==> src/rtl/pipeline_ctrl_pkg.sv <==
// Shared types and constants for the pipeline stall/flush control slice.
package pipeline_ctrl_pkg;

  typedef enum logic [1:0] {
    RUN      = 2'd0,
    MDU_WAIT = 2'd1,
    MEM_WAIT = 2'd2
  } stall_state_e;

  localparam logic [4:0] REG_ZERO = 5'd0;

  // True when a producer register is nonzero and feeds either ID source.
  function automatic logic reg_match(input logic [4:0] rd,
                                     input logic [4:0] rs1,
                                     input logic [4:0] rs2);
    return (rd != REG_ZERO) && ((rd == rs1) || (rd == rs2));
  endfunction

endpackage

==> src/rtl/stall_cycle_counter.sv <==
// Saturating counter of cycles in which the front end (PC) was held.
module stall_cycle_counter #(
  parameter int CNT_WIDTH = 32
) (
  input  logic                 clk,
  input  logic                 reset,
  input  logic                 inc,
  output logic [CNT_WIDTH-1:0] count
);

  // Count up on each held cycle, sticking at all-ones instead of wrapping.
  always_ff @(posedge clk) begin
    if (reset) begin
      count <= '0;
    end else if (inc && (count != '1)) begin
      count <= count + 1'b1;
    end
  end

endmodule

==> src/rtl/pipeline_stall_controller.sv <==
// Stall/flush sequencer for the five-stage pipeline: combines ID hazards,
// MUL/DIV occupancy and data-memory wait states into stage enables/flushes.
module pipeline_stall_controller
  import pipeline_ctrl_pkg::*;
#(
  parameter int CNT_WIDTH = 32
) (
  input  logic                 clk,
  input  logic                 reset,
  input  logic [4:0]           rs1_address_id_i,
  input  logic [4:0]           rs2_address_id_i,
  input  logic                 branch_id_i,
  input  logic [4:0]           rd_address_ex_i,
  input  logic                 reg_write_ex_i,
  input  logic                 mem_to_reg_ex_i,
  input  logic                 mdu_op_ex_i,
  input  logic [4:0]           rd_address_mem_i,
  input  logic                 mem_to_reg_mem_i,
  input  logic                 dmem_req_mem_i,
  input  logic                 dmem_ack_i,
  input  logic                 mdu_done_i,
  output logic                 mdu_start_o,
  output logic                 pc_en_o,
  output logic                 if_id_en_o,
  output logic                 id_ex_en_o,
  output logic                 ex_mem_en_o,
  output logic                 mem_wb_en_o,
  output logic                 id_ex_flush_o,
  output logic                 ex_mem_flush_o,
  output logic                 mem_wb_flush_o,
  output logic [CNT_WIDTH-1:0] stall_cycles_o
);

  stall_state_e state;
  stall_state_e state_next;

  logic mem_stall;
  logic ex_match;
  logic mem_match;
  logic load_use_hazard;
  logic branch_hazard;
  logic id_hazard;

  assign mem_stall       = dmem_req_mem_i & ~dmem_ack_i;
  assign ex_match        = reg_match(rd_address_ex_i, rs1_address_id_i, rs2_address_id_i);
  assign mem_match       = reg_match(rd_address_mem_i, rs1_address_id_i, rs2_address_id_i);
  assign load_use_hazard = mem_to_reg_ex_i & ex_match;
  assign branch_hazard   = branch_id_i & ((reg_write_ex_i & ex_match) |
                                          (mem_to_reg_mem_i & mem_match));
  assign id_hazard       = load_use_hazard | branch_hazard;

  // Decode stage controls and next state from priority: memory wait, then MDU, then ID hazards.
  always_comb begin
    state_next     = state;
    mdu_start_o    = 1'b0;
    pc_en_o        = 1'b1;
    if_id_en_o     = 1'b1;
    id_ex_en_o     = 1'b1;
    ex_mem_en_o    = 1'b1;
    mem_wb_en_o    = 1'b1;
    id_ex_flush_o  = 1'b0;
    ex_mem_flush_o = 1'b0;
    mem_wb_flush_o = 1'b0;
    if (reset) begin
      id_ex_flush_o  = 1'b1;
      ex_mem_flush_o = 1'b1;
      mem_wb_flush_o = 1'b1;
      state_next     = RUN;
    end else if (mem_stall) begin
      pc_en_o        = 1'b0;
      if_id_en_o     = 1'b0;
      id_ex_en_o     = 1'b0;
      ex_mem_en_o    = 1'b0;
      mem_wb_flush_o = 1'b1;
      state_next     = (state == MDU_WAIT) ? MDU_WAIT : MEM_WAIT;
    end else begin
      case (state)
        MEM_WAIT: begin
          state_next = RUN;
        end
        MDU_WAIT: begin
          if (mdu_done_i) begin
            state_next = RUN;
          end else begin
            pc_en_o        = 1'b0;
            if_id_en_o     = 1'b0;
            id_ex_en_o     = 1'b0;
            ex_mem_flush_o = 1'b1;
          end
        end
        RUN: begin
          if (mdu_op_ex_i) begin
            mdu_start_o    = 1'b1;
            pc_en_o        = 1'b0;
            if_id_en_o     = 1'b0;
            id_ex_en_o     = 1'b0;
            ex_mem_flush_o = 1'b1;
            state_next     = MDU_WAIT;
          end else if (id_hazard) begin
            pc_en_o       = 1'b0;
            if_id_en_o    = 1'b0;
            id_ex_flush_o = 1'b1;
          end
        end
        default: begin
          state_next = RUN;
        end
      endcase
    end
  end

  // Sequencer state register; reset always returns to RUN.
  always_ff @(posedge clk) begin
    if (reset) begin
      state <= RUN;
    end else begin
      state <= state_next;
    end
  end

  stall_cycle_counter #(
    .CNT_WIDTH(CNT_WIDTH)
  ) u_stall_cycle_counter (
    .clk  (clk),
    .reset(reset),
    .inc  (~pc_en_o),
    .count(stall_cycles_o)
  );

endmodule

==> config.mk <==
export PLATFORM = sky130hd
export DESIGN_NAME = pipeline_stall_controller
export DESIGN_NICKNAME = d
export VERILOG_FILES = /design/src/rtl/pipeline_ctrl_pkg.sv /design/src/rtl/stall_cycle_counter.sv /design/src/rtl/pipeline_stall_controller.sv
export SDC_FILE = /design/constraint.sdc
export NUM_CORES = 1
export LEC_CHECK = 0
export ABC_CLOCK_PERIOD_IN_PS = 3600
export CAP_MARGIN = 20
export CORE_MARGIN = 2
export CORE_UTILIZATION = 57
export DETAILED_ROUTE_END_ITERATION = 10
export DONT_BUFFER_PORTS = 1
export PLACE_DENSITY = 0.75
export SLEW_MARGIN = 20
export SYNTH_ARGS = -nofsm -noshare
export SYNTH_HDL_FRONTEND = slang
export SYNTH_HIERARCHICAL = 1
export SYNTH_SLANG_ARGS = --single-unit
export TNS_END_PERCENT = 1
==> constraint.sdc <==
create_clock -name clk -period 3.6 [get_ports clk]
set_clock_uncertainty 0.1 [all_clocks]
set_input_delay 0.72 -clock clk [delete_from_list [all_inputs] [get_ports clk]]
set_output_delay 0.72 -clock clk [all_outputs]
set_load 0.02 [all_outputs]
==> results of run 1 <==
-- metal layers --
metal  global-route usage [%]  wire length (um)
met4                     6.51                30
met2                     38.1              2190
met5                        0                 0
met3                     8.73               429
met1                     30.1              2280
-- Yosys cell counts, drive strengths merged, types with 4 or more instances --
cell type | instances | area (sq um)
a21oi | 26 | 130
and3 | 4 | 30.0
and4 | 4 | 35.0
buf | 5 | 30.0
clkbuf | 8 | 30.0
dfxtp | 34 | 681
nand2 | 16 | 60.1
nand2b | 4 | 25.0
nand3 | 16 | 85.1
nand4 | 10 | 62.6
nor2 | 19 | 71.3
nor3 | 6 | 30.0
nor4 | 5 | 37.5
o21ai | 10 | 50.1
o31ai | 12 | 90.1
or3 | 11 | 73.8
or4 | 13 | 97.6
xnor2 | 16 | 140
xor2 | 11 | 96.3
-- power breakdown --
| group | leakage, nW | internal (mW) | total, mW | switching [mW] |
|---|---|---|---|---|
| Clock | 0.0472 | 0.154 | 0.291 | 0.137 |
| Combinational | 0.365 | 0.0319 | 0.0679 | 0.0360 |
| Sequential | 0.274 | 0.380 | 0.390 | 0.00962 |
| Total | 0.686 | 0.566 | 0.748 | 0.183 |
-- state kept, by name, indices dropped and copies added (netlist names) --
register,cells
state,2
u_stall_cycle_counter/count,32
-- path summary, 6_finish.rpt --
path / startpoint / to / slack (ns) / depth (start not counted)
setup / recovery: rs1_address_id_i[2] / u_stall_cycle_counter/count[31] / 0.68 / 11
setup reg to reg: state[0] / u_stall_cycle_counter/count[31] / 0.93 / 10
hold / removal: reset / state[0] / 0.40 / 1
hold reg to reg: state[0] / state[0] / 0.43 / 2
-- layout make-up --
type                            count  area (sq um)
Timing Repair Buffer                7          52.6
Clock inverter                      2          12.5
Inverter                            3          11.3
Clock buffer                        6          82.6
Multi-Input combinational cell    213          1390
Sequential cell                    34           681
Fill cell                         343          1350
Tap cell                           48          60.1
-- stage by stage --
step	hold WS, ns	total power [mW]	cells	instance area (sq um)	setup slack (ns)
global route	0.388	0.779	313	2290	0.560
floorplan	0.376	0.462	263	2130	0.168
detailed placement	0.414	0.466	305	2190	0.429
finish	0.399	0.748	313	2290	0.679
CTS	0.390	0.754	313	2290	0.716
global placement	0.414	0.465	305	2190	0.500
-- cell families (layout without fill, tap and decap cells) --
| family | count (synthesis) | after routing | share of synthesized area (%) |
|---|---|---|---|
| multiplexers | 3 | 3 | 1.52 |
| flip-flops | 34 | 34 | 31.9 |
| buffers and inverters | 16 | 18 | 3.34 |
| adder cells (fa/ha/maj) | 1 | 1 | 0.586 |
| AO/OA/AOI/OAI | 65 | 65 | 20.3 |
| AND/OR/NAND/NOR | 116 | 116 | 31.1 |
| XOR/XNOR | 27 | 27 | 11.1 |
| other | 1 | 1 | 0.176 |
==> impl_metrics.env, run 1 <==
export IMPL_leakage_nw=0.686
export IMPL_endpoint_kind="flip-flop"
export IMPL_boundaryPins=71
export IMPL_synth_seq_cells=34
export IMPL_utilization_pct=62.9
export IMPL_cts_root_buf="clkbuf_8"
export IMPL_max_stage_delay_ns=0.37
export IMPL_max_vdd_ir_drop_uv=312
export IMPL_path_buf_inv=1
export IMPL_cts_tree="yes"
export IMPL_cpMostUsedCell="nand4_1"
export IMPL_routed_wl_um=4940
export IMPL_cap_viol_max_count=0
export IMPL_netlist_area_sq_um=2130
export IMPL_synth_sequential_area_ratio_pct=31.9
export IMPL_async_flop_share_pct=0
export IMPL_antenna_found_initial=0
export IMPL_clk_pin_slew_ns=0.07
export IMPL_grt_overflow_total=0
export IMPL_post_dp_hpwl_um=3610
export IMPL_grt_pass1_vias=1811
export IMPL_crit_path_start_kind="input pin"
export IMPL_grt_max_degree=44
export IMPL_worstPathArrival_ns=2.99
export IMPL_track_usage_pct=23.8
export IMPL_synthCells=263
export IMPL_drc=0
export IMPL_ctsHoldBuffers=0
export IMPL_htreeDepth=2
export IMPL_drive_above_1_share_pct=9.81
export IMPL_vias_per_cell=6.36
export IMPL_start_util_pct=58.7
export IMPL_status="finished, final reports clean"
export IMPL_ys_dominant_reg_cell="dfxtp_1"
export IMPL_post_route_period_util_pct=81.1
export IMPL_hold_path_class="in -> reg"
export IMPL_final_setup_viol_count=0
export IMPL_grt_pass1_wl_um=8140
export IMPL_clkLatencyLatePin_ns=0.28
export IMPL_hold_viol=0
export IMPL_dieArea_sq_um=4250
export IMPL_relSlewSlack_pct=50.0
export IMPL_tns_ns=0
export IMPL_cts_buffers_inserted=5
export IMPL_nets=295
export IMPL_avgSynthCellArea_sq_um=8.11
export IMPL_port_buffers=0
export IMPL_detail_route_antenna_nets=0
export IMPL_synthesis_nets=294
export IMPL_final_cell_mix="dfxtp_1 (34), a21oi_1 (26), nor2_1 (19), xnor2_1 (16), nand2_1 (16)"
export IMPL_cp_cell_sequence="xor2_1 > nor3_1 > a22oi_1 > a2bb2oi_2 > o21ai_0 > nand4_1 > nor4_2 > buf_4 > nand4_1 > nor4_1 > mux2_2"
export IMPL_yosysUniqueCellTypes=48
export IMPL_synth_edf_count=0
export IMPL_post_cts_repair_setup_buffers=0
export IMPL_wl_per_cell_um=15.8
export IMPL_finalCriticalPeriod_ns=2.92
export IMPL_crit_type="in -> reg"
export IMPL_crit_required_ns=3.67
export IMPL_initialDrtViolationCount=201
export IMPL_syn_to_final_growth_pct=7.21
export IMPL_die_w_um=65.2
export IMPL_p_per_area_nw_per_um2=327
export IMPL_clockBufferDepth=2
export IMPL_max_freq_mhz=342
export IMPL_grt_setup_unrepaired="false"
export IMPL_clkSinkCount=34
export IMPL_worst_slew_pin_transition_ns=0.744
export IMPL_slew_viol_final=0
export IMPL_rows=22
export IMPL_cts_resized=0
export IMPL_core_sq_um=3630
export IMPL_cp_max_fo=6
export IMPL_first_pass_iters=4
export IMPL_ys_warn_count=6
export IMPL_cp_top_family="simple AND/OR/NAND/NOR gates"
export IMPL_gp_congestion=0.754
export IMPL_layout_commonest_cell="dfxtp_1"
export IMPL_die_h_um=65.2
export IMPL_vias=1990
export IMPL_slowest_stage="mux2_2"
export IMPL_antennaDiodeCount=0
Power figures use the tool's default switching activity.
==> inputs of run 2 (changes only) <==
--- a/config.mk
+++ b/config.mk
@@ -5,7 +5,7 @@
 export SDC_FILE = /design/constraint.sdc
 export NUM_CORES = 1
 export LEC_CHECK = 0
-export ABC_CLOCK_PERIOD_IN_PS = 3600
+export ABC_CLOCK_PERIOD_IN_PS = 2400
 export CAP_MARGIN = 20
 export CORE_MARGIN = 2
 export CORE_UTILIZATION = 57
==> constraint.sdc (replaced) <==
create_clock -name clk -period 2.4 [get_ports clk]
set_clock_uncertainty 0.1 [all_clocks]
set_input_delay 0.48 -clock clk [delete_from_list [all_inputs] [get_ports clk]]
set_output_delay 0.48 -clock clk [all_outputs]
set_load 0.02 [all_outputs]
==> run 2 against run 1 <==
The run now ends with setup timing left. First-iteration DRC count down 32%. Non-clock buffer count up 53. Combinational power up 100%. Global-route usage up 5.8 points. Routed wire length up 15%. Clock-buffer cell count up 1. Die area unchanged. Setup slack worse by 0.77 ns. Cell count up 17%. Clock power up 51%. Total power up 54%. Sequential cell count unchanged. Critical endpoint is now u_stall_cycle_counter/count[29].
==> impl_metrics.env, run 2 (synthesis gave the netlist of run 1 again) <==
export IMPL_layout_commonest_cell="buf_4"
export IMPL_dp_slack_ns=-0.327
export IMPL_gp_congestion=0.832
export IMPL_worstPathArrival_ns=2.62
export IMPL_post_route_period_util_pct=104
export IMPL_cts_tree="yes"
export IMPL_reg_top3="u_stall_cycle_counter/count (32), state (2)"
export IMPL_routed_wl_um=5700
export IMPL_fin_area_sq_um=2730
export IMPL_endpoint_kind="flip-flop"
export IMPL_finalCriticalPeriod_ns=2.49
export IMPL_final_cell_mix="buf_4 (59), dfxtp_1 (34), a21oi_1 (24), nor2_1 (19)"
export IMPL_boundaryPins=71
export IMPL_vias=2215
export IMPL_grt_setup_unrepaired="true"
export IMPL_slowest_stage="or4_4"
export IMPL_crit_required_ns=2.53
export IMPL_hold_path_class="in -> reg"
export IMPL_critPathCapture="u_stall_cycle_counter/count[29]"
export IMPL_start_util_pct=58.7
export IMPL_dpl_instance_area_sq_um=2620
export IMPL_leakage_nw=0.986
export IMPL_cts_buffers_inserted=5
export IMPL_core_sq_um=3630
export IMPL_reg2reg_to="u_stall_cycle_counter/count[29]"
export IMPL_cpMostUsedCell="nand4_1"
export IMPL_nets=348
export IMPL_die_h_um=65.2
export IMPL_hold_slack_ns=0.160
export IMPL_max_stage_delay_ns=0.44
export IMPL_tns_ns=-0.401
export IMPL_syn_to_final_growth_pct=27.9
export IMPL_max_vdd_ir_drop_uv=380
export IMPL_post_dp_hpwl_um=4320
export IMPL_instances_no_fill=366
export IMPL_crit_path_start="rs2_address_id_i[2]"
export IMPL_grt_max_degree=44
export IMPL_track_usage_pct=29.6
export IMPL_p_per_area_nw_per_um2=422
export IMPL_htreeDepth=2
export IMPL_violations="setup timing"
export IMPL_port_buffers=0
export IMPL_die_w_um=65.2
export IMPL_setup_ws_ns=-0.0943
export IMPL_max_freq_mhz=401
export IMPL_rows=22
export IMPL_regMostFlops="u_stall_cycle_counter/count"
export IMPL_crit_type="in -> reg"
export IMPL_holdPathStages=1
export IMPL_post_cts_repair_setup_buffers=0
export IMPL_wl_per_cell_um=15.6
export IMPL_clk_pin_slew_ns=0.07
export IMPL_hold_viol=0
export IMPL_antenna_found_initial=0
export IMPL_clkLatencyLatePin_ns=0.29
export IMPL_cap_viol_max_count=0
export IMPL_detail_route_antenna_nets=0
export IMPL_total_power_mw=1.15
export IMPL_worst_slew_pin_transition_ns=0.538
export IMPL_largest_reg_flops=32
export IMPL_vias_per_cell=6.05
export IMPL_initialDrtViolationCount=136
export IMPL_cp_max_fo=6
export IMPL_relSlewSlack_pct=64.0
export IMPL_crit_path_start_kind="input pin"
export IMPL_antennaDiodeCount=0
export IMPL_cts_root_buf="clkbuf_8"
export IMPL_dp_cells=358
export IMPL_reg2reg_slack_ns=0.01
export IMPL_grt_pass1_wl_um=9920
export IMPL_slew_viol_final=0
export IMPL_status="finished, violations left"
export IMPL_drive_above_1_share_pct=26.4
export IMPL_clockBufferDepth=2
export IMPL_cp_cell_sequence="xor2_1 > nor3_1 > a22oi_1 > a2bb2oi_2 > o21ai_2 > nand4_1 > nor4_4 > nand4_1 > or4_4 > a21oi_2"
export IMPL_worst_r2r_path_depth=9
export IMPL_r2r_start="state[0]"
export IMPL_grt_pass1_vias=2236
export IMPL_clkSinkCount=34
export IMPL_utilization_pct=75.1
export IMPL_drc=0
export IMPL_dieArea_sq_um=4250
export IMPL_final_setup_viol_count=6
export IMPL_first_pass_iters=4
export IMPL_grt_overflow_total=0
run 2: cell types whose count changed in the layout (fill, tap and decap cells not counted), moves of 2 or more:
cell | before | now
a21oi_2 | 0 | 2
a21oi_1 | 26 | 24
buf_4 | 7 | 59
or4_1 | 13 | 11
or4_4 | 0 | 2
run 2: what timing repair did:
action / in CTS / in global routing
resized for setup: 0 / 5
pin swaps: 1 / 1
endpoints found under the hold margin: 0 / 0
hold buffers: 0 / 0
endpoints found under the setup margin: 4 / 21
run 2: how the worst min path moves through the flow:
stage | start | to | slack, ns
4_1_cts | reset | u_stall_cycle_counter/count[23] | 0.15
3_5_place_dp | u_stall_cycle_counter/count[11] | u_stall_cycle_counter/count[11] | 0.42
6_report | reset | u_stall_cycle_counter/count[3] | 0.16
2_1_floorplan | state[1] | state[1] | 0.38
5_1_grt | reset | u_stall_cycle_counter/count[29] | 0.14
3_3_place_gp | u_stall_cycle_counter/count[11] | u_stall_cycle_counter/count[11] | 0.40
run 2: layer usage:
metal	track usage (%)	share of wire, %
met5	0	0
met3	8.39	6.5
met2	48.2	48
met4	11.7	2.0
met1	36.9	44
run 2: report_power, final:
part           switching, mW  total (mW)  internal (mW)
sequential           0.00486       0.575          0.570
clock                  0.208       0.439          0.231
combinational         0.0704       0.138         0.0676
run 2: area by class of cell:
class / count / area, sq um
clock buffer: 7 / 86.3
tap: 48 / 60.1
inverter: 3 / 11.3
clock inverter: 1 / 5.00
multi-input combinational: 213 / 1420
sequential: 34 / 681
timing repair buffer: 60 / 463
fill: 309 / 906
run 2: worst max-delay path: cells and delay by family:
family	cells	cell delay, ns
AOI/OAI and AO/OA	4	0.60
xor gates and xnor gates	1	0.15
and+or+nand+nor	5	1.39
==> inputs of run 3 (changes only) <==
--- a/config.mk
+++ b/config.mk
@@ -9,6 +9,7 @@
 export CAP_MARGIN = 20
 export CORE_MARGIN = 2
 export CORE_UTILIZATION = 57
+export CTS_CLUSTER_SIZE = 28
 export DETAILED_ROUTE_END_ITERATION = 10
 export DONT_BUFFER_PORTS = 1
 export PLACE_DENSITY = 0.75
==> results of run 3 <==
The final DEF is identical to that of run 2; final timing and power are the same.
